==> config.mk <==
export PLATFORM = sky130hd
export DESIGN_NAME = config_frame_loader
export DESIGN_NICKNAME = d
export VERILOG_FILES = /design/src/rtl/config_loader_pkg.sv /design/src/rtl/frame_strobe_decoder.sv /design/src/rtl/config_frame_loader.sv
export SDC_FILE = /design/constraint.sdc
export NUM_CORES = 1
export LEC_CHECK = 0
export ABC_AREA = 0
export CAP_MARGIN = 20
export CORE_ASPECT_RATIO = 1.4
export CORE_MARGIN = 4
export CORE_UTILIZATION = 51
export DETAILED_ROUTE_END_ITERATION = 16
export GPL_TIMING_DRIVEN = 0
export PLACE_DENSITY = 0.86
export SETUP_SLACK_MARGIN = 0.4
export SKIP_CTS_REPAIR_TIMING = 1
export SLEW_MARGIN = 25
export SYNTH_ARGS = -nofsm -noshare
export SYNTH_HDL_FRONTEND = slang
export SYNTH_SLANG_ARGS = --single-unit
==> constraint.sdc <==
create_clock -name CLK -period 11.35 [get_ports CLK]
set_input_delay 2.27 -clock CLK [delete_from_list [all_inputs] [get_ports CLK]]
set_output_delay 2.27 -clock CLK [all_outputs]
set_load 0.01 [all_outputs]
==> src/rtl/config_loader_pkg.sv <==
// config_loader_pkg
//   Shared constants and types for the configuration frame loader:
//   the sync word, header bit-field positions, the loader state enum and
//   a small address range helper.
package config_loader_pkg;

   localparam logic [31:0] SYNC_WORD = 32'hFAB0_FAB1;

   // Header word layout; all other header bits are ignored.
   localparam int DESYNC_BIT = 31;
   localparam int COL_MSB    = 15;
   localparam int COL_LSB    = 8;
   localparam int FRAME_MSB  = 4;
   localparam int FRAME_LSB  = 0;

   typedef enum logic [2:0] {
      IDLE,
      HEADER,
      DATA,
      CHECK,
      STROBE
   } state_e;

   // True when the header addresses an existing column/frame.
   function automatic logic addr_in_range(input logic [7:0] col,
                                          input logic [4:0] frame,
                                          input int         num_cols,
                                          input int         max_frames);
      return (int'(col) < num_cols) && (int'(frame) < max_frames);
   endfunction

endpackage

==> src/rtl/frame_strobe_decoder.sv <==
// frame_strobe_decoder
//   Combinational column/frame to one-hot strobe decoder.
//   Ports:
//     col_i    - column address from the frame header
//     frame_i  - frame index from the frame header
//     en_i     - strobe enable (frame valid and complete)
//     strobe_o - NumColumns*MaxFramesPerCol one-hot vector; bit
//                c*MaxFramesPerCol+f for column c frame f; all zero when
//                disabled or when the address is out of range.
module frame_strobe_decoder #(
   parameter int NumColumns      = 4,
   parameter int MaxFramesPerCol = 20
) (
   input  logic [7:0]                            col_i,
   input  logic [4:0]                            frame_i,
   input  logic                                  en_i,
   output logic [NumColumns*MaxFramesPerCol-1:0] strobe_o
);

   // Shifting past the top of the slice truncates to zero, so an
   // out-of-range frame index yields no strobe without an explicit compare.
   logic [MaxFramesPerCol-1:0] frame_onehot;
   assign frame_onehot = MaxFramesPerCol'(1) << frame_i;

   // A column address >= NumColumns matches no slice.
   for (genvar c = 0; c < NumColumns; c++) begin : g_col
      assign strobe_o[c*MaxFramesPerCol +: MaxFramesPerCol] =
         (en_i && (col_i == 8'(c))) ? frame_onehot : '0;
   end

endmodule

==> src/rtl/config_frame_loader.sv <==
// config_frame_loader
//   Unpacks a 32-bit bitstream word stream into configuration frames and
//   fires a single-cycle FrameStrobe for the addressed column/frame.
//   Stream: IDLE waits for SYNC_WORD; then each header is followed by
//   NumRows data words (plus one XOR checksum word when CONFIG_CHECKSUM_EN
//   is defined), then one STROBE cycle with s_ready low.
//   Ports:
//     CLK, RST     - clock, asynchronous active-high reset
//     s_data       - bitstream word
//     s_valid      - word valid
//     s_ready      - word accepted when s_valid && s_ready (state-only)
//     FrameData    - row k at [k*32 +: 32]; changes only on DATA words
//     FrameStrobe  - registered one-hot column/frame strobe
//     ConfigBusy   - loader is not in IDLE
//     ConfigError  - sticky error, cleared by the next SYNC_WORD
//   Build option: CONFIG_CHECKSUM_EN adds the CHECK state and the trailing
//   checksum word per frame.
module config_frame_loader
   import config_loader_pkg::*;
#(
   parameter int NumColumns      = 4,
   parameter int NumRows         = 4,
   parameter int FrameBitsPerRow = 32,
   parameter int MaxFramesPerCol = 20
) (
   input  logic                                  CLK,
   input  logic                                  RST,
   input  logic [31:0]                           s_data,
   input  logic                                  s_valid,
   output logic                                  s_ready,
   output logic [NumRows*FrameBitsPerRow-1:0]    FrameData,
   output logic [NumColumns*MaxFramesPerCol-1:0] FrameStrobe,
   output logic                                  ConfigBusy,
   output logic                                  ConfigError
);

   localparam int RW = (NumRows > 1) ? $clog2(NumRows) : 1;
   localparam int SW = NumColumns * MaxFramesPerCol;
   localparam int FW = NumRows * FrameBitsPerRow;

   state_e                 state_q, state_d;
   logic [7:0]             col_q, col_d;
   logic [4:0]             frame_q, frame_d;
   logic [RW-1:0]          row_q, row_d;
   logic                   ok_q, ok_d;
   logic                   err_q, err_d;
   logic [FW-1:0]          data_q, data_d;
   logic [SW-1:0]          strobe_q, strobe_d;
   logic                   strobe_en;
   logic                   acc;
`ifdef CONFIG_CHECKSUM_EN
   logic [31:0]            csum_q, csum_d;
`endif

   // Ready is a function of state only (and forced low during reset).
   assign s_ready     = ~RST & (state_q != STROBE);
   assign acc         = s_valid & s_ready;
   assign FrameData   = data_q;
   assign FrameStrobe = strobe_q;
   assign ConfigBusy  = (state_q != IDLE);
   assign ConfigError = err_q;

   always_comb begin
      state_d   = state_q;
      col_d     = col_q;
      frame_d   = frame_q;
      row_d     = row_q;
      ok_d      = ok_q;
      err_d     = err_q;
      data_d    = data_q;
      strobe_en = 1'b0;
`ifdef CONFIG_CHECKSUM_EN
      csum_d    = csum_q;
`endif
      case (state_q)
         IDLE: begin
            if (acc && (s_data == SYNC_WORD)) begin
               state_d = HEADER;
               err_d   = 1'b0;
            end
         end
         HEADER: begin
            if (acc) begin
               if (s_data[DESYNC_BIT]) begin
                  state_d = IDLE;
               end else begin
                  col_d   = s_data[COL_MSB:COL_LSB];
                  frame_d = s_data[FRAME_MSB:FRAME_LSB];
                  row_d   = '0;
                  ok_d    = addr_in_range(s_data[COL_MSB:COL_LSB],
                                          s_data[FRAME_MSB:FRAME_LSB],
                                          NumColumns, MaxFramesPerCol);
                  if (!ok_d) err_d = 1'b1;
`ifdef CONFIG_CHECKSUM_EN
                  csum_d  = '0;
`endif
                  state_d = DATA;
               end
            end
         end
         DATA: begin
            if (acc) begin
               data_d[row_q*FrameBitsPerRow +: FrameBitsPerRow] = s_data;
               row_d = row_q + RW'(1);
`ifdef CONFIG_CHECKSUM_EN
               csum_d = csum_q ^ s_data;
               if (row_q == RW'(NumRows-1)) state_d = CHECK;
`else
               if (row_q == RW'(NumRows-1)) begin
                  state_d   = STROBE;
                  strobe_en = ok_q;
               end
`endif
            end
         end
`ifdef CONFIG_CHECKSUM_EN
         CHECK: begin
            if (acc) begin
               if (s_data != csum_q) begin
                  ok_d  = 1'b0;
                  err_d = 1'b1;
               end else begin
                  strobe_en = ok_q;
               end
               state_d = STROBE;
            end
         end
`endif
         STROBE:  state_d = HEADER;
         default: state_d = IDLE;
      endcase
   end

   // Decode in the accepting cycle; the registered result lines up with
   // the single STROBE cycle.
   frame_strobe_decoder #(
      .NumColumns      (NumColumns),
      .MaxFramesPerCol (MaxFramesPerCol)
   ) u_dec (
      .col_i    (col_q),
      .frame_i  (frame_q),
      .en_i     (strobe_en),
      .strobe_o (strobe_d)
   );

   always_ff @(posedge CLK or posedge RST) begin
      if (RST) begin
         state_q  <= IDLE;
         col_q    <= '0;
         frame_q  <= '0;
         row_q    <= '0;
         ok_q     <= 1'b0;
         err_q    <= 1'b0;
         data_q   <= '0;
         strobe_q <= '0;
`ifdef CONFIG_CHECKSUM_EN
         csum_q   <= '0;
`endif
      end else begin
         state_q  <= state_d;
         col_q    <= col_d;
         frame_q  <= frame_d;
         row_q    <= row_d;
         ok_q     <= ok_d;
         err_q    <= err_d;
         data_q   <= data_d;
         strobe_q <= strobe_d;
`ifdef CONFIG_CHECKSUM_EN
         csum_q   <= csum_d;
`endif
      end
   end

endmodule

; Word level (Yosys, flattened, before mapping)
; Index checks and enable logic that the tools add are counted.
[totals]
reg_bits = 228
input_bits = 35
out_inout_bits = 211
elab_cells = 73
[op_classes]
add_sub_neg = 2
order_cmp = 2
eq_ne = 15
shift = 3
mux = 23
n_bitwise = 4
reduce_logical = 16
[op_table]
columns = op, count
row1 = $bwmux 128, 1
row2 = $shift 32x34->128 const A, 1
row3 = $shiftx 32x34->128, 1
row4 = $mux 20, 4
row5 = $neg 7->34, 1
row6 = $eq 32x32->1 const B, 1
row7 = $shl 1x5->20 const A, 1
row8 = $eq 8x2->1 const B, 2
row9 = $mux 3, 4
row10 = $ne 2x2->1 const B, 6
row11 = $pmux 3 s4, 1
row12 = $eq 8x1->1 const B, 1
row13 = $logic_not 8->1, 1
row14 = $lt 8x3->1 const B, 1
row15 = $mux 2, 4
row16 = $reduce_and 4->1, 2
row17 = $mux 1, 7
row18 = $logic_and 1x1->1, 6
row19 = $lt 5x5->1 const B, 1
row20 = $reduce_and 5->1, 1
row21 = $pmux 2 s2, 1
row22 = $reduce_bool 2->1, 2
row23 = $eq 3x1->1 const B, 1
row24 = $eq 3x2->1 const B, 1
row25 = other kinds (11), 13

; Depth between registers and ports, before layout
[depth]
word_depth = 7
ltp_mapped = 8

; Modules after synthesis
; A second synthesis with hierarchy kept.
[unflattened]
cells_unflattened = 875
area_unflattened_um2 = 9355.2
[modules_own_cells]
columns = mod, n_inst, cells_each, area_per_inst_um2, seq_area_each_um2
row1 = config_frame_loader, 1, 732, 8306.7, 5705.5
row2 = frame_strobe_decoder, 1, 143, 1048.5, 0.0

; Worst setup path before layout
; Ideal clock, no wire load.
[synth_path]
path_kind = input to output
startpoint = input RST
endpoint = output s_ready
t_arrival_ns = 2.439
required_ns = 9.080
path_slack_ns = 6.641
cell_stages = 1
n_path_buf = 0
path_cell_list = nor2_1
[synth_between]
elab_chain_cells = 2
[synth_rtl]
columns = element, line_no
row1 = "start, declared", config_frame_loader.sv:27  ; input logic RST,
row2 = $not 1->1, config_frame_loader.sv:56  ; assign s_ready = ~RST & (state_q != STROBE);
row3 = $and 1x1->1, config_frame_loader.sv:56
row4 = "end, declared", config_frame_loader.sv:30  ; output logic s_ready,
; Every way passes these cells.

; Final worst setup path
; Ends and elaborated chain as after synthesis.

==> metrics.txt <==
peak supply drop=0.116 mV; syn nets=895; Period Utilization, post-route=52.3%; Max clock buf depth=3; critical-path cell list=clkdlybuf4s50_1, nor2_1, clkdlybuf4s50_1; overall fraction of global-route tracks in use=26.4%; First-pass DRT Iterations=5; Leakage=5.97 nW; GR Overflow Total=0; Worst Path Arrival=3.67 ns; ANT nets after route=0; Die H=162 µm; Fin Setup TNS=0 ns; ys async rst share=100%; Crit. End Element=output port; H-tree Lvls=1; count of cell types in the netlist=39; Post-route DRC=0; IO Pins=246; Slowest-stage cell, CP=clkdlybuf4s50_1; Hold Fails Final Rpt=0; number of port buffers=245; Post-Syn Area per Cell=10.2 µm²; max cap viols=0; largest fanout on the critical path=5; Mapped Cells=855; P per Cell Area=130 nW/µm²; Slew Limit Fails=0; Num CTS Buffers=21; Post-synth EDFFs=0; vias in the first global route=7450; Worst setup SP type=primary input; commonest non-fill, non-tap cell in the layout=nand2_1; Final setup viols=0; Starting Density=51.8%; Yosys warnings=0; Seq cells post-synth=228; normalized max-slew margin=36.6%; Die Area=19200 µm²; initial antenna violation count=0; Via Count=7206; layout cells sized above 1=7.82%; Clock Skews=0.0124 ns; CTS sink cnt=228; core area=16700 µm²; Avg Vias per Cell=5.37; clock-pin slew on the worst setup and hold paths=0.06 ns; global-route wire length before repair=40.3 mm; largest net degree at the start of global routing=101; post-DR wirelength/cell=18.9 µm; cell mode on critical path=clkdlybuf4s50_1; worst skew pair latency=0.50 ns; commonest non-fill, non-tap cells in the layout=266 x nand2_1, 245 x clkdlybuf4s50_1, 228 x dfrtp_1; WP data required=9.08 ns; root buf cell=clkbuf_16; fmax=168 MHz; final net count=1165; post-synthesis sequential area ratio=65.7%; Slew @ Worst Pin=0.950 ns; RSZ-0062 raised after global routing=no; Iteration-0 DRC Markers=616; WHS=0.464 ns; Antenna Cells=0; outcome=complete, no violations; CTS tree=done; chip width=118 µm; Syn Std Cell Area=8680 µm²; FP Rows=56; DP Wirelength=18.2 mm; Total Wirelength=25.3 mm; Placer Congestion=0.894; Hold/Removal Path Class=register to register; synth-to-layout area growth=40.2%; critical path type=primary input to output port; post-route minimum period=5.94 ns; CP max stage delay=0.61 ns; Main synth FF type=dfrtp_1
sequential cells by signal (all words and copies together) (netlist names):
| register | cells |
|---|---|
| ConfigError | 1 |
| row_q | 2 |
| FrameStrobe | 80 |
| col_q | 8 |
| FrameData | 128 |
| ok_q | 1 |
| state_q | 3 |
| frame_q | 5 |
report_power, final:
part	internal, mW	total, mW	switching (mW)	leakage, nW
sequential	0.812	0.812	0.000000000385	3.17
combinational	0.0160	0.0504	0.0344	2.45
clock	0.424	0.724	0.300	0.348
total	1.25	1.59	0.334	5.97
logic make-up after synthesis:
group | after synthesis | synth area share, %
compound gates | 39 | 2.48
fa+ha+maj | 5 | 0.721
buf+inv | 58 | 2.94
flops | 228 | 65.7
mux | 13 | 1.69
simple gates | 512 | 26.4
path summary, 6_finish.rpt:
check / startpoint / endpoint / slack [ns] / cells past startpoint
max: RST / s_ready / 5.41 / 3
min: FrameData[45] / FrameData[45] / 0.46 / 2
max reg2reg: row_q[0] / FrameData[46] / 8.75 / 6
min reg2reg: FrameData[45] / FrameData[45] / 0.46 / 2
max in group asynchronous: RST / FrameData[73] / 8.19 / 3
min in group asynchronous: RST / ConfigError / 2.35 / 2
cell type report:
cell class | instances | area [µm²]
flip-flops and latches | 228 | 5710
well taps | 203 | 254
repair buffers | 247 | 2510
clock inverters | 8 | 98.8
clock buffers | 28 | 612
fillers | 1188 | 4580
inverters | 5 | 26.3
multi-input cells | 569 | 2720
plain buffers | 53 | 236
worst max-delay path, delay by kind of cell:
kind                   cells  cell delay (ns)
buffers and inverters      2             1.20
and+or+nand+nor            1             0.20
metrics by stage:
step / cells / setup slack, ns / power (mW) / util (%) / instance area [µm²]
global placement: 1303 / 0.216 / 0.875 / 68.0 / 11400
CTS: 1341 / 5.41 / 1.60 / 72.6 / 12200
floorplan: 855 / 2.83 / 0.845 / - / 8680
detailed placement: 1305 / 5.44 / 0.878 / 68.4 / 11500
finish: 1341 / 5.41 / 1.59 / 72.6 / 12200
global route: 1341 / 5.37 / 1.63 / 72.6 / 12200
synth_stat cells (all sizes together), types with 3 or more instances:
library cell | number | area share [%]
and3 | 4 | 0.29
buf | 24 | 1.5
clkbuf | 29 | 1.3
dfrtp | 228 | 66
ha | 5 | 0.72
inv | 5 | 0.22
mux2 | 13 | 1.7
nand2 | 266 | 12
nand3 | 112 | 7.0
nand4 | 6 | 0.43
nor2 | 88 | 3.8
nor2b | 6 | 0.43
nor3 | 3 | 0.17
nor3b | 4 | 0.48
nor4b | 3 | 0.30
o21ai | 34 | 2.0
routing by layer:
layer | wire, µm | GRT usage (%) | vias up | share of wire [%]
met5 | 0 | 0 | - | 0
met1 | 8750 | 29.5 | 3495 | 35
met4 | 1200 | 11.8 | 0 | 4.7
met3 | 2330 | 7.44 | 72 | 9.2
met2 | 13000 | 46.8 | 326 | 51
li1 | - | - | 3313 | -
Note: power is estimated with default switching activity, not from simulation.
